### src/rtl/dsp_lut_iq_expand_pkg.sv
// Shared register map, pulse bit positions and register structs for the IQ LUT expander.
package dsp_lut_iq_expand_pkg;

   localparam logic [31:0] DSP_LUT_IQ_EXPAND_ID_CONST = 32'h4C55_5845;

   localparam logic [7:0] REG_CFG    = 8'h00;
   localparam logic [7:0] REG_WDATA  = 8'h04;
   localparam logic [7:0] REG_RDATA  = 8'h08;
   localparam logic [7:0] REG_PARAMS = 8'h0C;
   localparam logic [7:0] REG_ID     = 8'h10;

   localparam int WDATA_WR_BIT     = 31;
   localparam int WDATA_CLR_BIT    = 30;
   localparam int WDATA_RDNEXT_BIT = 29;

   typedef struct packed {
      logic en;
   } cfg_t;

   typedef struct packed {
      cfg_t        cfg;
      logic        wr;
      logic        clr;
      logic        rd_next;
      logic [28:0] data;
   } wo_regs_t;

   typedef struct packed {
      logic [31:0] rdata;
      logic [31:0] params;
      logic [31:0] id;
   } ro_regs_t;

endpackage

### src/rtl/intbus_interf.sv
// Internal register bus: single-cycle write strobe, read data registered one cycle after rd.
interface intbus_interf;
   logic [31:0] addr;
   logic [31:0] wdata;
   logic [31:0] rdata;
   logic        wr;
   logic        rd;

   modport master (output addr, output wdata, output wr, output rd, input rdata);
   modport slave  (input addr, input wdata, input wr, input rd, output rdata);
endinterface

### src/rtl/dsp_lut_iq_expand_lane.sv
// One expansion lane: magnitude/saturation, sign and bypass delay, and the final sign/bypass mux.
module lut_expand_lane
   import dsp_lut_iq_expand_pkg::*;
#(
   parameter int CODE_WIDTH = 4,
   parameter int OUT_WIDTH  = 12
) (
   input  logic                         clk,
   input  logic                         rst_n,
   input  logic                         cap_i,
   input  logic                         adv2_i,
   input  logic                         adv3_i,
   input  logic                         en_i,
   input  logic signed [CODE_WIDTH-1:0] code_i,
   output logic        [CODE_WIDTH-2:0] mag_o,
   input  logic        [OUT_WIDTH-2:0]  entry_i,
   output logic signed [OUT_WIDTH-1:0]  out_o
);

   // The most-negative code has no positive twin; clamp it onto the last table entry.
   function automatic logic [CODE_WIDTH-2:0] sat_abs(input logic signed [CODE_WIDTH-1:0] c);
      logic [CODE_WIDTH-1:0] a;
      a = c[CODE_WIDTH-1] ? CODE_WIDTH'(-c) : CODE_WIDTH'(c);
      return a[CODE_WIDTH-1] ? {(CODE_WIDTH-1){1'b1}} : a[CODE_WIDTH-2:0];
   endfunction

   function automatic logic signed [OUT_WIDTH-1:0] apply_sign(input logic s,
                                                             input logic [OUT_WIDTH-2:0] e);
      logic signed [OUT_WIDTH-1:0] m;
      m = signed'({1'b0, e});
      return s ? -m : m;
   endfunction

   logic                        sign_p1_q, sign_p2_q;
   logic        [CODE_WIDTH-2:0] mag_p1_q, mag_d;
   logic signed [OUT_WIDTH-1:0]  byp_p1_q, byp_p2_q, byp_d;
   logic signed [OUT_WIDTH-1:0]  out_q, out_d;

   assign mag_d = sat_abs(code_i);
   assign byp_d = {code_i, {(OUT_WIDTH-CODE_WIDTH){1'b0}}};
   assign out_d = en_i ? apply_sign(sign_p2_q, entry_i) : byp_p2_q;

   // Stage 1 -> stage 2 data registers
   always_ff @(posedge clk) begin
      if (cap_i) begin
         sign_p1_q <= code_i[CODE_WIDTH-1];
         mag_p1_q  <= mag_d;
         byp_p1_q  <= byp_d;
      end
      if (adv2_i) begin
         sign_p2_q <= sign_p1_q;
         byp_p2_q  <= byp_p1_q;
      end
   end

   // Stage 3 output register
   always_ff @(posedge clk or negedge rst_n) begin
      if (!rst_n) out_q <= '0;
      else if (adv3_i) out_q <= out_d;
   end

   assign mag_o = mag_p1_q;
   assign out_o = out_q;

endmodule

### src/rtl/dsp_lut_iq_expand.sv
// IQ LUT expander top: register file, table pointers, shared two-read-port table and valid chain.
module dsp_lut_iq_expand
   import dsp_lut_iq_expand_pkg::*;
#(
   parameter logic [31:0] BASEADDR   = 32'h0,
   parameter int          CODE_WIDTH = 4,
   parameter int          OUT_WIDTH  = 12
) (
   input  logic                         clk,
   input  logic                         resetn,
   intbus_interf.slave                  bus,
   input  logic signed [CODE_WIDTH-1:0] i_in,
   input  logic signed [CODE_WIDTH-1:0] q_in,
   input  logic                         we,
   output logic signed [OUT_WIDTH-1:0]  i_out,
   output logic signed [OUT_WIDTH-1:0]  q_out,
   output logic                         valid
);

   localparam int AW    = CODE_WIDTH - 1;
   localparam int DEPTH = 2 ** AW;
   localparam int EW    = OUT_WIDTH - 1;

   logic [31:0] offset;
   logic        wr_cfg, wr_wdata;
   wo_regs_t    wo;
   ro_regs_t    ro;
   cfg_t        cfg_q;
   logic [AW-1:0] wr_ptr_q, wr_ptr_d, rd_ptr_q, rd_ptr_d, waddr;
   logic [31:0] rdata_q, rdata_d;
   logic [EW-1:0] lut_mem_q [DEPTH];
   logic [AW-1:0] mag_i_p1, mag_q_p1;
   logic [EW-1:0] entry_i_p2_q, entry_q_p2_q;
   logic          vld_p1_q, vld_p2_q, vld_p3_q;
   logic          unused_data;

   assign offset   = bus.addr - BASEADDR;
   assign wr_cfg   = bus.wr && (offset == 32'(REG_CFG));
   assign wr_wdata = bus.wr && (offset == 32'(REG_WDATA));

   always_comb begin
      wo     = '0;
      wo.cfg = cfg_q;
      if (wr_cfg) wo.cfg.en = bus.wdata[0];
      if (wr_wdata) begin
         wo.wr      = bus.wdata[WDATA_WR_BIT];
         wo.clr     = bus.wdata[WDATA_CLR_BIT];
         wo.rd_next = bus.wdata[WDATA_RDNEXT_BIT];
         wo.data    = bus.wdata[28:0];
      end
   end

   assign unused_data = ^wo.data[28:EW];

   // A clear in the same cycle as a write steers that write to entry 0.
   always_comb begin
      waddr    = wo.clr ? '0 : wr_ptr_q;
      wr_ptr_d = wr_ptr_q;
      rd_ptr_d = rd_ptr_q;
      if (wo.clr) begin
         wr_ptr_d = '0;
         rd_ptr_d = '0;
      end
      if (wo.wr) wr_ptr_d = waddr + AW'(1);
      if (wo.rd_next && !wo.clr) rd_ptr_d = rd_ptr_q + AW'(1);
   end

   always_comb begin
      ro.rdata  = 32'(lut_mem_q[rd_ptr_q]);
      ro.params = {16'b0, 8'(OUT_WIDTH), 8'(CODE_WIDTH)};
      ro.id     = DSP_LUT_IQ_EXPAND_ID_CONST;
      rdata_d   = '0;
      case (offset)
         32'(REG_CFG):    rdata_d = {31'b0, cfg_q.en};
         32'(REG_RDATA):  rdata_d = ro.rdata;
         32'(REG_PARAMS): rdata_d = ro.params;
         32'(REG_ID):     rdata_d = ro.id;
         default:         rdata_d = '0;
      endcase
   end

   always_ff @(posedge clk or negedge resetn) begin
      if (!resetn) begin
         cfg_q    <= '0;
         wr_ptr_q <= '0;
         rd_ptr_q <= '0;
         rdata_q  <= '0;
         vld_p1_q <= 1'b0;
         vld_p2_q <= 1'b0;
         vld_p3_q <= 1'b0;
      end else begin
         cfg_q    <= wo.cfg;
         wr_ptr_q <= wr_ptr_d;
         rd_ptr_q <= rd_ptr_d;
         if (bus.rd) rdata_q <= rdata_d;
         vld_p1_q <= we;
         vld_p2_q <= vld_p1_q;
         vld_p3_q <= vld_p2_q;
      end
   end

   assign bus.rdata = rdata_q;

   // Table write port and the two stage-2 read ports; reads see pre-write contents.
   always_ff @(posedge clk) begin
      if (wo.wr) lut_mem_q[waddr] <= wo.data[EW-1:0];
      if (vld_p1_q) begin
         entry_i_p2_q <= lut_mem_q[mag_i_p1];
         entry_q_p2_q <= lut_mem_q[mag_q_p1];
      end
   end

   lut_expand_lane #(.CODE_WIDTH(CODE_WIDTH), .OUT_WIDTH(OUT_WIDTH)) u_lane_i (
      .clk    (clk),
      .rst_n  (resetn),
      .cap_i  (we),
      .adv2_i (vld_p1_q),
      .adv3_i (vld_p2_q),
      .en_i   (cfg_q.en),
      .code_i (i_in),
      .mag_o  (mag_i_p1),
      .entry_i(entry_i_p2_q),
      .out_o  (i_out)
   );

   lut_expand_lane #(.CODE_WIDTH(CODE_WIDTH), .OUT_WIDTH(OUT_WIDTH)) u_lane_q (
      .clk    (clk),
      .rst_n  (resetn),
      .cap_i  (we),
      .adv2_i (vld_p1_q),
      .adv3_i (vld_p2_q),
      .en_i   (cfg_q.en),
      .code_i (q_in),
      .mag_o  (mag_q_p1),
      .entry_i(entry_q_p2_q),
      .out_o  (q_out)
   );

   assign valid = vld_p3_q;

endmodule

### src/flat_wrapper.sv
// flat-port wrapper written by rule: the top's interface ports become plain ports
module dsp_lut_iq_expand_flat import dsp_lut_iq_expand_pkg::*;
#(
   parameter logic [31:0] BASEADDR   = 32'h0,
   parameter int          CODE_WIDTH = 4,
   parameter int          OUT_WIDTH  = 12
)
  (clk, resetn, i_in, q_in, we, i_out, q_out, valid, bus_addr, bus_wdata, bus_wr, bus_rd, bus_rdata);
  intbus_interf bus_i ();
  input  logic clk;
  input  logic resetn;
  input  logic signed [CODE_WIDTH-1:0] i_in;
  input  logic signed [CODE_WIDTH-1:0] q_in;
  input  logic we;
  output logic signed [OUT_WIDTH-1:0] i_out;
  output logic signed [OUT_WIDTH-1:0] q_out;
  output logic valid;
  input wire logic [$bits(bus_i.addr)-1:0] bus_addr;
  input wire logic [$bits(bus_i.wdata)-1:0] bus_wdata;
  input wire logic [$bits(bus_i.wr)-1:0] bus_wr;
  input wire logic [$bits(bus_i.rd)-1:0] bus_rd;
  output wire logic [$bits(bus_i.rdata)-1:0] bus_rdata;
  assign bus_i.addr = bus_addr;
  assign bus_i.wdata = bus_wdata;
  assign bus_i.wr = bus_wr;
  assign bus_i.rd = bus_rd;
  assign bus_rdata = bus_i.rdata;
  dsp_lut_iq_expand #(.BASEADDR(BASEADDR), .CODE_WIDTH(CODE_WIDTH), .OUT_WIDTH(OUT_WIDTH)) u_core (.clk(clk), .resetn(resetn), .bus(bus_i), .i_in(i_in), .q_in(q_in), .we(we), .i_out(i_out), .q_out(q_out), .valid(valid));
endmodule
### config.mk
export PLATFORM = sky130hd
export DESIGN_NAME = dsp_lut_iq_expand_flat
export DESIGN_NICKNAME = d
export VERILOG_FILES = /design/src/rtl/dsp_lut_iq_expand_pkg.sv /design/src/rtl/intbus_interf.sv /design/src/rtl/dsp_lut_iq_expand_lane.sv /design/src/rtl/dsp_lut_iq_expand.sv /design/src/flat_wrapper.sv
export SDC_FILE = /design/constraint.sdc
export NUM_CORES = 1
export LEC_CHECK = 0
export CORE_MARGIN = 3
export CORE_UTILIZATION = 35
export DETAILED_ROUTE_END_ITERATION = 6
export GPL_ROUTABILITY_DRIVEN = 0
export GPL_TIMING_DRIVEN = 0
export SETUP_SLACK_MARGIN = 0.15
export SLEW_MARGIN = 20
export SYNTH_ARGS = -nofsm -noshare
export SYNTH_HDL_FRONTEND = slang
export SYNTH_SLANG_ARGS = --single-unit
### constraint.sdc
create_clock -name clk -period 2.2 [get_ports clk]
set_clock_uncertainty 0.1 [all_clocks]
set_input_delay 0.22 -clock clk [delete_from_list [all_inputs] [get_ports clk]]
set_output_delay 0.22 -clock clk [all_outputs]
set_load 0.005 [all_outputs]
=== Word-level counts from Yosys, hierarchy flattened ===
Memory sizes are Yosys's and may differ from the RTL's. A register that Yosys moved wholly into a read port is not among the register bits.
Cells that the tools add are included.

* RAM bits: 88
* Output and inout port bits: 57
* Memories kept: 1
* Register bits: 92
* Input port bits: 77
* Logic and storage cells: 50

{| class="wikitable"
|+ Memories
! memory !! depth !! bits a word !! rd ports !! clocked after memory_dff !! write ports !! line !! text
|-
| u_core.lut_mem_q || 8 || 11 || 3 || 2 || 1 || dsp_lut_iq_expand.sv:31 || <nowiki>logic [EW-1:0] lut_mem_q [DEPTH];</nowiki>
|}

* Add/sub/neg operators: 6
* Muxes and demuxes: 14
* Reductions and logical operators: 6
* Equal/unequal tests: 4

{| class="wikitable"
|+ Operator list
! operator !! number
|-
| case mux 31 bit (4 select lines) || 1
|-
| equality test 32 x 4 -> 1 bit (second input constant) || 2
|-
| two-way mux 12 bit || 4
|-
| equality test 32 x 3 -> 1 bit (second input constant) || 1
|-
| equality test 32 x 5 -> 1 bit (second input constant) || 1
|-
| logical NOT 32 bit || 1
|-
| two-way mux 32 bit || 1
|-
| negator 11 -> 12 bit || 2
|-
| two-way mux 3 bit || 4
|-
| two-way mux 4 bit || 2
|-
| negator 4 bit || 2
|-
| adder 3 x 1 -> 3 bit (second input constant) || 2
|-
| logical AND 1 bit || 3
|-
| two-way mux 1 bit || 2
|-
| nonzero test 2 bit || 1
|-
| logical NOT 1 bit || 1
|}

=== Longest topological paths before layout ===
Gate-level depths: netlist (run 1).

* Depth after elaboration: 6
* Mapped depth: 6
* Gate-level depth less buffers: 6

=== By module ===
A second synthesis (run 1) with hierarchy kept.

* Cells, all modules: 600
* Area total of the unflattened synthesis: 8,977.4 sq um

{| class="wikitable"
|+ Modules (own cells, without submodules)
! module !! cells each !! area each (sq um) !! seq. area each (sq um) !! instances
|-
| dsp_lut_iq_expand || 400 || 6,732.7 || 3,878.7 || 1
|-
| lut_expand_lane || 100 || 1,122.3 || 630.6 || 2
|}

=== Least setup slack after synthesis (run 1) ===
No wires, ideal clock.

* Path kind: input to register
* Start point: input port bus_addr[23]
* End point: memory u_core.lut_mem_q[2][0] in the netlist's numbering (enable)
* Setup slack: -551 ps
* Stages on the path: 6
* Arrival time: 2,243 ps
* Data required time: 1,692 ps
* Library setup time: 408 ps
* Path buffers: 2
* Cell sequence: nor4_1 > and4_1 > buf_2 > nand4_1 > buf_2 > nor4_1

* Cells in the longest elaborated chain, start to end: 5
* Elaborated cells between the ends (all ways): 6
* Those cells by class: eq/ne: 1; mux: 4; reduce/logical: 1

{| class="wikitable"
|+ Ends and longest elaborated chain
! what !! line !! text
|-
| start: declaration || flat_wrapper.sv:18 || <nowiki>input wire logic [$bits(bus_i.addr)-1:0] bus_addr;</nowiki>
|-
| equality test 32 x 3 -> 1 bit * || dsp_lut_iq_expand.sv:39 || <nowiki>assign wr_wdata = bus.wr && (offset == 32'(REG_WDATA));</nowiki>
|-
| logical AND 1 bit * || dsp_lut_iq_expand.sv:39 ||
|-
| two-way mux 32 bit * || dsp_lut_iq_expand.sv:45 || <nowiki>if (wr_wdata) begin</nowiki>
|-
| two-way mux 1 bit || dsp_lut_iq_expand.sv:106 || <nowiki>if (wo.wr) lut_mem_q[waddr] <= wo.data[EW-1:0];</nowiki>
|-
| two-way mux 1 bit (not written as such) || dsp_lut_iq_expand.sv:106 ||
|-
| end: declaration || dsp_lut_iq_expand.sv:31 ||
|}

Mark *: on every way between the ends. The rest lies on a longest branch, timed or not.

=== Worst setup path after layout (run 1) ===
* Start point: input port bus_wr
* End point: memory u_core.lut_mem_q[2][1] in the netlist's numbering (enable)

* Cells in the longest elaborated chain, start to end: 4
* Elaborated cells between the ends (all ways): 5
* Those cells by class: mux: 4; reduce/logical: 1

{| class="wikitable"
|+ Ends and longest elaborated chain
! what !! line !! text
|-
| start: declaration || flat_wrapper.sv:20 || <nowiki>input wire logic [$bits(bus_i.wr)-1:0] bus_wr;</nowiki>
|-
| logical AND 1 bit * || dsp_lut_iq_expand.sv:39 ||
|-
| two-way mux 32 bit * || dsp_lut_iq_expand.sv:45 ||
|-
| two-way mux 1 bit || dsp_lut_iq_expand.sv:106 ||
|-
| two-way mux 1 bit (not written as such) || dsp_lut_iq_expand.sv:106 ||
|}

Marked as above.

==> impl_summary.txt, run 1 <==
----------------------------------------------------
[Run status]
  Run status ... complete, no violations

[Layout]
  Non-Filler Instances ... 1101
  Layout Area Growth over Synthesis ... 30.10%
  Fin nets ... 846
  Leading cell type in the layout, fill and taps excluded ... sky130_fd_sc_hd__edfxtp_1
  Fraction of layout cells with a size suffix above 1 ... 29.99%
  Fillcell total ... between 2000 and 2500
  Count of antenna diodes in the layout ... 0
  Commonest non-fill, non-tap cells in the layout ... sky130_fd_sc_hd__edfxtp_1, sky130_fd_sc_hd__clkdlybuf4s50_1, sky130_fd_sc_hd__mux4_2
  Finished Core Util ... 47.03%

[Flow run]
  Number of max-cap violations ... 0

[Floorplan]
  Number of ports placed on the die boundary ... 134
  Area inside the core boundary ... 24680 sq um
  Die Wd ... ~170 um
  Overall die area ... 27440 sq um
  Std-Cell Rows ... 57
  Effective utilization at floorplan ... 36.15%
  Die Y ... 165.6 um

[STA]
  Final hold slack ... 0.03236 ns
  Transition time at the pin with the least slew margin ... 0.8237 ns
  Final hold vios ... 0
  Final critical-path required period ... 2.014 ns
  Count of final max-slew check failures ... 0
  Final setup violating endpoints ... 0
  Highest Clock Rate ... 496.5 MHz
  Part of the cycle the worst path needs ... 91.56%
  Slew HR ... roughly 45%
  RSZ-0062 raised after global routing ... no

[Clocking]
  Clock-pin slew of the registers on the worst-case setup and hold paths ... 0.07 ns
  Clock Latency Late Sink ... 0.43 ns
  Number of H-tree branching levels ... 4
  Maximum root-to-sink buffer count ... 2
  Clock tree sinks ... 179
  Clock buffer count from CTS ... 17
  CTS tree ... done
  Root Driver ... sky130_fd_sc_hd__clkbuf_16

[Route]
  Total met2 wirelength after detailed routing ... 12800 um
  Post-route ant nets ... 0
  Count of TritonRoute iterations in the first routing pass ... 5
  Number of design rule violations left after detail routing ... 0
  Total routed wire length on the met1 layer ... 9517 um
  Number of violations reported at the end of detailed-routing iteration 0 ... 541
  Average vias per placed instance ... 5.489
  Routed length on met3 ... approximately 1600 um
  Highest signal layer in the routed design ... met4
  Mean routed wirelength per cell ... approximately 22 um
  Wire length reported by the detailed router ... 24310 um
  Detailed-route via count ... between 6000 and 7000

[Setup path]
  End of the worst register-to-register path ... u_core.lut_mem_q[6][9]
  Type of the worst setup path ... in -> reg
  FF-to-FF path depth ... 4
  Required time of the worst setup path ... 2.25 ns
  Termination of the worst setup path ... u_core.lut_mem_q[2][1]
  Capturing element type of the critical path ... flip-flop
  Start point of the critical path ... bus_wr
  Register-to-Register Setup Slack ... around 0.22 ns
  Critical-path maximum fanout ... 5
  Critical path startpoint category ... input port
  Arr. time, crit path ... 2.07 ns
  Startpoint of the most critical register-to-register path ... u_core.wr_ptr_q[2]

[Pwr]
  P_sw ... 1842 uW
  Sequential cell fraction of total power ... ~50%
  Clk network pwr share ... 40.3%
  Power consumption ... 7511 uW
  Switching part of the total ... 24.53%
  Internal power ... 5669 uW
  Gate power share ... 9.4%
  Peak VDD IR ... 0.4603 mV
  Pleak ... 0.003824 uW
  Pwr per Cell Area ... ~650 nW/um^2

[Logic synthesis]
  Top_reg_cell synth ... sky130_fd_sc_hd__edfxtp_1
  Number of unique standard cell types used by synthesis ... 54
  Post-synthesis cell type with the largest combined area ... sky130_fd_sc_hd__edfxtp_1
  Register area share after synthesis ... 57.62%
  Post-Syn Instances ... 595
  Post-synth EDFFs ... ~130
  Flop and latch count out of synthesis ... around 180
  Cell Area, Synth ... 8920 sq um
  Leading post-synthesis cells by cell area ... sky130_fd_sc_hd__edfxtp_1, sky130_fd_sc_hd__mux4_2, sky130_fd_sc_hd__dfrtp_1, sky130_fd_sc_hd__mux2_2, sky130_fd_sc_hd__mux2i_1
  Post-synthesis average cell area ... 14.99 sq um
  Count of yosys warnings during synthesis ... 0
  Synth top area share ... 44.44%
  Fraction of synthesis flops using an asynchronous set or reset pin ... between 20% and 30%

[GRT]
  Overall track demand over capacity in global routing ... 17.50%
  Initial antenna violation count ... 0
  Residual overflow from global routing ... 0
  Vias in the first global route ... 6142
  First-pass GRT wire length ... 36710 um
  Maximum number of pins on one net before global-route repair ... 48

[Placed design]
  Number of placed instances, taps included ... 1032
  Count of buffers inserted at the top-level ports ... 103
  Post-detailed-placement half-perimeter wirelength ... roughly 17000 um

[Worst hold path]
  Class of the tightest hold or removal check ... in -> reg
  Worst hold start ... bus_addr[2]

----------------------------------------------------
-- sequential cells by signal, indices dropped and copies added, names as in the netlist, 11 cells and up --
signal and flops:
u_core.entry_i_p2_q 11, u_core.u_lane_i.out_o 12, u_core.bus.rdata 13, u_core.lut_mem_q 88
u_core.entry_q_p2_q 11, u_core.u_lane_q.out_o 12
-- metrics by stage --
stage / TNS (ns) / cell area (sq um) / worst slack [ns]
finish: 0 / 11600 / 0.1858
global route: 0 / 11600 / 0.1332
CTS: 0 / 11500 / 0.1557
detailed placement: -111.04 / 10580 / -0.9640
global placement: -156.24 / 10560 / -0.9996
floorplan: 0 / 9121 / 0.1129
-- worst min-delay path by stage --
stage,cells after the start,to,slack (ns)
after floorplan,0,u_core.bus.rdata[0],-0.18
after global placement,0,u_core.u_lane_q.byp_p2_q[9],0.32
after detailed placement,1,u_core.wr_ptr_q[2],0.19
final,2,u_core.bus.rdata[0],0.03
after global routing,2,u_core.bus.rdata[0],0.04
after CTS,2,u_core.bus.rdata[0],0.01
-- power by group through the flow --
stage               registers [uW]  logic [uW]  clock network (uW)
floorplan                     3830         377                   0
global placement              3850         683                   0
detailed placement            3850         695                   0
CTS                           3780         693                3090
global route                  3790         760                3240
finish                        3780         703                3030
-- critical path, stage by stage --
cell and delay, ns:
sky130_fd_sc_hd__clkdlybuf4s50_1 0.53, sky130_fd_sc_hd__and4b_2 0.30, sky130_fd_sc_hd__nand4_1 0.16, sky130_fd_sc_hd__buf_6 0.18, sky130_fd_sc_hd__buf_12 0.13, sky130_fd_sc_hd__nor4_4 0.22
sky130_fd_sc_hd__buf_4 0.18, sky130_fd_sc_hd__clkbuf_16 0.15
-- synthesized netlist by cell type (all sizes together) (3+ instances only) --
master,instances
clkbuf,20
xor2,12
nand4,7
buf,34
mux4,64
edfxtp,132
o21ai,19
mux2,24
o31ai,10
inv,33
o41ai,8
or4,3
nor3,10
nand3b,4
nor2,12
nand2,14
nand3,9
a31oi,11
dfrtp,47
nor4,14
and2,11
ha,5
nand2b,4
o2bb2ai,10
o211ai,4
a21oi,3
or3,5
o22ai,14
mux2i,15
nor2b,14
-- cell families after synthesis --
group           share of synthesized area [%]
mux                                     20.87
buf+inv                                 4.685
compound gates                          7.322
fa+ha+maj                              0.7014
xor+xnor                                1.375
other cells                           0.04204
simple gates                            7.378
flops                                   57.62
-- repair_timing --
item                                   in CTS  in global routing
resized for setup                          55                 35
endpoints found under the hold margin      47                  0
setup endpoints to repair                 197                133
cloned                                      1                  0
buffers inserted                           23                 12
hold buffers                                1                  0
pin swaps                                  18                 12
-- per-layer routing --
metal  vias to the layer above  track usage [%]
met4                         0            4.159
li1                       2688                -
met1                      3047            21.74
met2                       274            31.47
met3                        34            3.575
met5                         -                0
-- layout make-up --
type / instances / area, sq um / share of cell area [%]
Sequential cell: 179 / 5141 / 44.30
Multi-Input combinational cell: 339 / 3623 / 31.22
Timing Repair Buffer: 140 / 1360 / 11.72
Clock buffer: 17 / 425.4 / 3.666
Tap cell: 324 / 405.4 / 3.493
Buffer: 54 / 362.8 / 3.127
Clock inverter: 15 / 158.9 / 1.369
Inverter: 33 / 127.6 / 1.100
Power figures use the tool's default switching activity.
==> inputs of run 2 (changes only) <==
Settings changed: PLACE_DENSITY set to 0.67, RECOVER_POWER set to 50.
==> run 2 against run 1 <==
Against the previous run:
- fmax decreased by 1.7%
- die area unchanged
- sequential share of layout area increased by 0.31 points
- non-clock buffer count decreased by 7
- sequential power about the same
- cell area decreased by 0.72%
- first-iteration DRC count increased by 7.4%
- core utilization decreased by 0.34 points
- clock power about the same
- routed wire length decreased by 5.5%
- cell count decreased by 0.64%
- sequential cell count unchanged
- largest cell class unchanged
- highest routed layer unchanged
==> impl_summary.txt, run 2 (synthesized netlist as in run 1, its figures left out) <==
----------------------------------------------------
[Setup path]
  Type of the worst setup path ... in -> reg
  Arr. time, crit path ... roughly 2.1 ns
  Capturing element type of the critical path ... flip-flop
  Required time of the worst setup path ... 2.24 ns
  Library cell appearing most often on the critical path ... sky130_fd_sc_hd__buf_6
  Slowest CP cell ... sky130_fd_sc_hd__nor4_1
  Crit-path cells ... dlygate4sd2_1 -> nor4_1 -> and4_1 -> buf_6 -> nand4_1 -> buf_6 -> buf_6 -> nor4_4 -> buf_6
  Critical-path maximum fanout ... 7
  Critical path startpoint category ... input port
  Largest delay share family, worst path ... simple AND/OR/NAND/NOR gates
  Max incr delay on CP ... between 0.3 and 0.4 ns
  Total buffers and inverters traversed by the critical path ... 5

[Layout]
  Flip-flop count of the largest register after layout ... 88
  Fraction of layout cells with a size suffix above 1 ... 28.05%
  Leading cell type in the layout, fill and taps excluded ... sky130_fd_sc_hd__edfxtp_1
  Layout Area Growth over Synthesis ... 29.16%
  Commonest non-fill, non-tap cells in the layout ... sky130_fd_sc_hd__edfxtp_1, sky130_fd_sc_hd__mux4_2, sky130_fd_sc_hd__dlygate4sd3_1
  Register containing the most flip-flops in the final layout ... u_core.lut_mem_q
  Fillcell total ... 2170
  Area of the multi-input gates ... 3612 sq um
  Count of antenna diodes in the layout ... 0
  Finished Core Util ... about 47%
  Area used by sequential logic in the layout ... 5140 sq um
  Fin nets ... around 840

[STA]
  Final hold slack ... ~0.10 ns
  Final hold vios ... 0
  Final setup violating endpoints ... 0
  Highest Clock Rate ... 488.2 MHz
  Count of final max-slew check failures ... 0
  Slew HR ... a little over an eighth
  RSZ-0062 raised after global routing ... yes
  Final critical-path required period ... a little over 2 ns
  Part of the cycle the worst path needs ... 93.11%
  Transition time at the pin with the least slew margin ... 1.302 ns

[Pwr]
  Peak VDD IR ... 0.6029 mV
  Pleak ... between 0.003 and 0.004 uW
  Pwr per Cell Area ... 652.1 nW/um^2

[Clocking]
  Maximum root-to-sink buffer count ... 2
  CTS tree ... done
  Clock Latency Late Sink ... about 0.43 ns
  Clock buffer count from CTS ... 17
  Number of H-tree branching levels ... 4
  Clock-pin slew of the registers on the worst-case setup and hold paths ... 0.07 ns
  Root Driver ... sky130_fd_sc_hd__clkbuf_16
  Clock tree sinks ... 179

[Floorplan]
  Overall die area ... 27440 sq um
  Number of ports placed on the die boundary ... 134
  Die Wd ... around 170 um
  Std-Cell Rows ... 57
  Effective utilization at floorplan ... between 30 and 40%
  Area inside the core boundary ... 24680 sq um
  Die Y ... 165.6 um

[Route]
  Average vias per placed instance ... 5.407
  Mean routed wirelength per cell ... 21.01 um
  Number of violations reported at the end of detailed-routing iteration 0 ... 581
  Post-route ant nets ... 0
  Number of design rule violations left after detail routing ... 0
  Count of TritonRoute iterations in the first routing pass ... 7
  Detailed-route via count ... approximately 5900
  Wire length reported by the detailed router ... roughly 23000 um

[GRT]
  Initial antenna violation count ... 0
  Maximum number of pins on one net before global-route repair ... between 40 and 50
  Grt met2 use ... 29.02%
  M1 GR Usage ... 21.67%
  Residual overflow from global routing ... 0
  Global routing usage on met3 ... 4.504%
  Vias in the first global route ... ~6000
  First-pass GRT wire length ... ~36000 um
  Peak-usage layer in the global routing report ... met2
  Overall track demand over capacity in global routing ... 16.96%

[Placed design]
  Post-detailed-placement half-perimeter wirelength ... ~16000 um
  Count of buffers inserted at the top-level ports ... 103

[Run status]
  Run status ... complete, no violations

[Flow run]
  Number of max-cap violations ... 0

[Worst hold path]
  Class of the tightest hold or removal check ... in -> reg

----------------------------------------------------
==> run 2: changes by cell type in the layout (fill, tap and decap cells not counted), sizes merged, moves of 2 or more <==
| cell | delta |
|---|---|
| dlygate4sd3 | +48 |
| clkdlybuf4s50 | -46 |
| buf | -16 |
| dlygate4sd2 | +10 |
| clkdlybuf4s15 | -5 |
| inv | -3 |
| dlymetal6s2s | +2 |
==> run 2: worst register-to-register path, stage by stage, from the launching register on <==
cell	delay (ns)
sky130_fd_sc_hd__dfrtp_1	0.36
sky130_fd_sc_hd__buf_2	0.25
sky130_fd_sc_hd__clkbuf_2	0.42
sky130_fd_sc_hd__mux4_2	0.39
sky130_fd_sc_hd__mux2i_1	0.25
sky130_fd_sc_hd__o2bb2ai_1	0.10
==> run 2: worst paths after layout <==
kind | start | depth (start not counted) | to | slack [ns]
worst min register to register | u_core.u_lane_q.byp_p1_q[8] | 0 | u_core.u_lane_q.byp_p2_q[8] | 0.32
max in group asynchronous | resetn | 2 | u_core.bus.rdata[8] | 0.69
min in group asynchronous | resetn | 2 | u_core.wr_ptr_q[2] | 0.49
worst min-delay path | bus_addr[2] | 3 | u_core.bus.rdata[10] | 0.1
worst max-delay path | bus_addr[18] | 9 | u_core.lut_mem_q[2][0] | 0.15
worst max register to register | u_core.rd_ptr_q[1] | 5 | u_core.bus.rdata[9] | 0.21
==> run 2: layer usage <==
layer | routed length, um | vias up
met4 | 259 | 0
met2 | 11720 | 241
met1 | 9294 | 2969
met3 | 1715 | 23
met5 | 0 | -
li1 | - | 2682
==> run 2: report_power, final <==
group | internal [uW] | switching (uW)
Sequential | 3700 | 77.7
Combinational | 333 | 338
Clock | 1700 | 1360
==> run 2: layout make-up <==
cell class,count,area share (%)
flip-flops and latches,179,44.61
multi-input cells,339,31.35
repair buffers,133,11.13
clock buffers,17,3.692
well taps,324,3.519
plain buffers,54,3.128
clock inverters,15,1.488
inverters,33,1.075
==> run 2: through the flow <==
step / power [uW] / setup TNS [ns] / cell area, sq um / worst slack [ns] / cells
after floorplan: 4202 / 0 / 9121 / 0.1129 / 605
after global placement: 4532 / -159.03 / 10560 / -0.9572 / 1032
after detailed placement: 4539 / -97.83 / 10610 / -0.9484 / 1034
after CTS: 7575 / 0 / 11460 / 0.1199 / 1088
after global routing: 7806 / 0 / 11520 / 0.05845 / 1094
final: 7512 / 0 / 11520 / 0.1515 / 1094
==> run 2: timing repair <==
item,CTS,global route
endpoints found under the setup margin,193,160
gates resized for setup,47,27
hold buffers,2,0
pin swaps,19,10
gates cloned,1,0
setup buffers,19,6
endpoints found under the hold margin,48,0
==> inputs of run 3 (changes only) <==
Settings changed: SETUP_SLACK_MARGIN 0.15 to 0.3.
==> run 3 against run 2 <==
Against the previous run:
- cell area up 3.0%
- sequential cell count stayed put
- critical path type unchanged
- via count up 3.2%
- sequential share of layout area fell by 1.3 points
- die area unchanged
- core utilization rose by 1.4 points
- total power increased by 0.86%
==> impl_summary.txt, run 3 (synthesized netlist as in run 1, its figures left out) <==
----------------------------------------------------
[Floorplan]
  Overall die area ... 27440 sq um
  Area inside the core boundary ... 24680 sq um
  Die Wd ... 165.6 um
  Std-Cell Rows ... 57
  Effective utilization at floorplan ... 36.15%
  Die Y ... 165.6 um
  Number of ports placed on the die boundary ... 134

[Layout]
  Flip-flop count of the largest register after layout ... about 90
  Fillcell total ... around 2100
  Finished Core Util ... 48.10%
  Register containing the most flip-flops in the final layout ... u_core.lut_mem_q
  Count of antenna diodes in the layout ... 0
  Layout Area Growth over Synthesis ... 33.06%
  Commonest non-fill, non-tap cells in the layout ... sky130_fd_sc_hd__edfxtp_1, sky130_fd_sc_hd__buf_4, sky130_fd_sc_hd__mux4_2
  Area of the multi-input gates ... 3647 sq um
  Fin nets ... 872
  Leading cell type in the layout, fill and taps excluded ... sky130_fd_sc_hd__edfxtp_1
  Fraction of layout cells with a size suffix above 1 ... 34.62%
  Area used by sequential logic in the layout ... 5140 sq um

[STA]
  Final setup violating endpoints ... 0
  Part of the cycle the worst path needs ... 89.92%
  Total negative setup slack ... 0 ns
  Final hold vios ... 0
  Transition time at the pin with the least slew margin ... 1.302 ns
  Final critical-path required period ... 1.978 ns
  Slew HR ... 13.20%
  Count of final max-slew check failures ... 0
  Highest Clock Rate ... 505.5 MHz
  RSZ-0062 raised after global routing ... yes

[Clocking]
  Number of H-tree branching levels ... 4
  Root Driver ... sky130_fd_sc_hd__clkbuf_16
  Clock buffer count from CTS ... 17
  Clock-pin slew of the registers on the worst-case setup and hold paths ... 0.07 ns
  CTS tree ... done
  Maximum root-to-sink buffer count ... 2
  Clock tree sinks ... 179
  Clock Latency Late Sink ... 0.43 ns

[Setup path]
  Critical path startpoint category ... input port
  Register-to-Register Setup Slack ... 0.30 ns
  Critical-path maximum fanout ... 7
  Capturing element type of the critical path ... flip-flop
  Arr. time, crit path ... 2.00 ns
  Required time of the worst setup path ... 2.22 ns
  Type of the worst setup path ... in -> reg

[Worst hold path]
  Class of the tightest hold or removal check ... in -> reg

[Placed design]
  Post-detailed-placement half-perimeter wirelength ... around 16000 um
  Count of buffers inserted at the top-level ports ... 103

[Route]
  Mean routed wirelength per cell ... around 21 um
  Average vias per placed instance ... 5.417
  Post-route ant nets ... 0
  Count of TritonRoute iterations in the first routing pass ... 5
  Detailed-route via count ... just over 6000
  Number of violations reported at the end of detailed-routing iteration 0 ... approximately 690
  Wire length reported by the detailed router ... around 24000 um
  Number of design rule violations left after detail routing ... 0

[Pwr]
  Pwr per Cell Area ... between 600 and 700 nW/um^2
  Pleak ... roughly 0.004 uW
  Peak VDD IR ... a little over 0.4 mV

[GRT]
  Overall track demand over capacity in global routing ... 17.22%
  Initial antenna violation count ... 0
  First-pass GRT wire length ... 36260 um
  Maximum number of pins on one net before global-route repair ... 48
  Residual overflow from global routing ... 0
  Vias in the first global route ... roughly 6200

[Run status]
  Run status ... complete, no violations

[Flow run]
  Number of max-cap violations ... 0

----------------------------------------------------
[run 3: cell count changes in the layout (fill, tap and decap cells not counted), moves of 4 or more]
cell,previous run,this run
sky130_fd_sc_hd__buf_4,34,66
sky130_fd_sc_hd__clkbuf_2,10,27
sky130_fd_sc_hd__clkbuf_1,16,12
sky130_fd_sc_hd__dlygate4sd2_1,23,7
sky130_fd_sc_hd__inv_8,1,5
sky130_fd_sc_hd__buf_12,2,9
[run 3: through the flow]
stage	std cells	total power [uW]	cell area (sq um)	setup WS [ns]	hold slack (ns)
after global placement	1032	4521	10560	-0.9254	0.3060
after detailed placement	1032	4530	10560	-0.9656	0.1925
after global routing	1127	7824	11870	0.1525	0.1340
after CTS	1106	7574	11640	0.2905	0.1004
final	1127	7577	11870	0.2218	0.1251
after floorplan	605	4201	9123	0.1136	-0.1756
[run 3: repair_timing]
item / in CTS / in global routing
resized for setup: 76 / 78
hold buffers: 2 / 0
pin swaps: 23 / 15
setup buffers: 40 / 18
cloned: 0 / 3
setup endpoints to repair: 215 / 204
endpoints found under the hold margin: 48 / 0
[run 3: path summary, 6_finish.rpt]
check,start,end,cells after the start
worst min register to register,u_core.u_lane_q.byp_p1_q[9],u_core.u_lane_q.byp_p2_q[9],0
worst min-delay path,bus_addr[2],u_core.bus.rdata[10],3
max in group asynchronous,resetn,u_core.bus.rdata[7],2
worst max-delay path,bus_addr[10],u_core.lut_mem_q[1][7],8
worst max register to register,u_core.rd_ptr_q[1],u_core.bus.rdata[10],5
min in group asynchronous,resetn,u_core.wr_ptr_q[0],2
[run 3: routing by layer]
layer,track usage (%),vias up,wire length [um],share of wire [%]
li1,-,2739,-,-
met1,22.54,3048,9678,40
met2,29.49,277,12360,51
met3,3.432,41,1680,6.9
met4,4.557,0,462,1.9
met5,0,-,0,0
[run 3: final cells by class]
| cell class | instances | area share (%) |
|---|---|---|
| multi-input cells | 339 | 30.73 |
| repair buffers | 166 | 12.91 |
| flip-flops and latches | 179 | 43.31 |
| clock inverters | 15 | 1.370 |
| well taps | 324 | 3.416 |
| clock buffers | 17 | 3.584 |
| inverters | 33 | 1.075 |
| plain buffers | 54 | 3.605 |
[run 3: report_power, final]
part	internal (uW)	switching (uW)
Sequential	3700	71.5
Clock	1620	1430
Combinational	383	369
[run 3: critical path, cell delays in order]
cell and delay (ns):
sky130_fd_sc_hd__dlygate4sd2_1 0.23, sky130_fd_sc_hd__nor4_1 0.27, sky130_fd_sc_hd__and3_1 0.24, sky130_fd_sc_hd__buf_6 0.11
sky130_fd_sc_hd__nand4_1 0.14, sky130_fd_sc_hd__buf_6 0.19, sky130_fd_sc_hd__nor4_4 0.31, sky130_fd_sc_hd__clkbuf_2 0.29
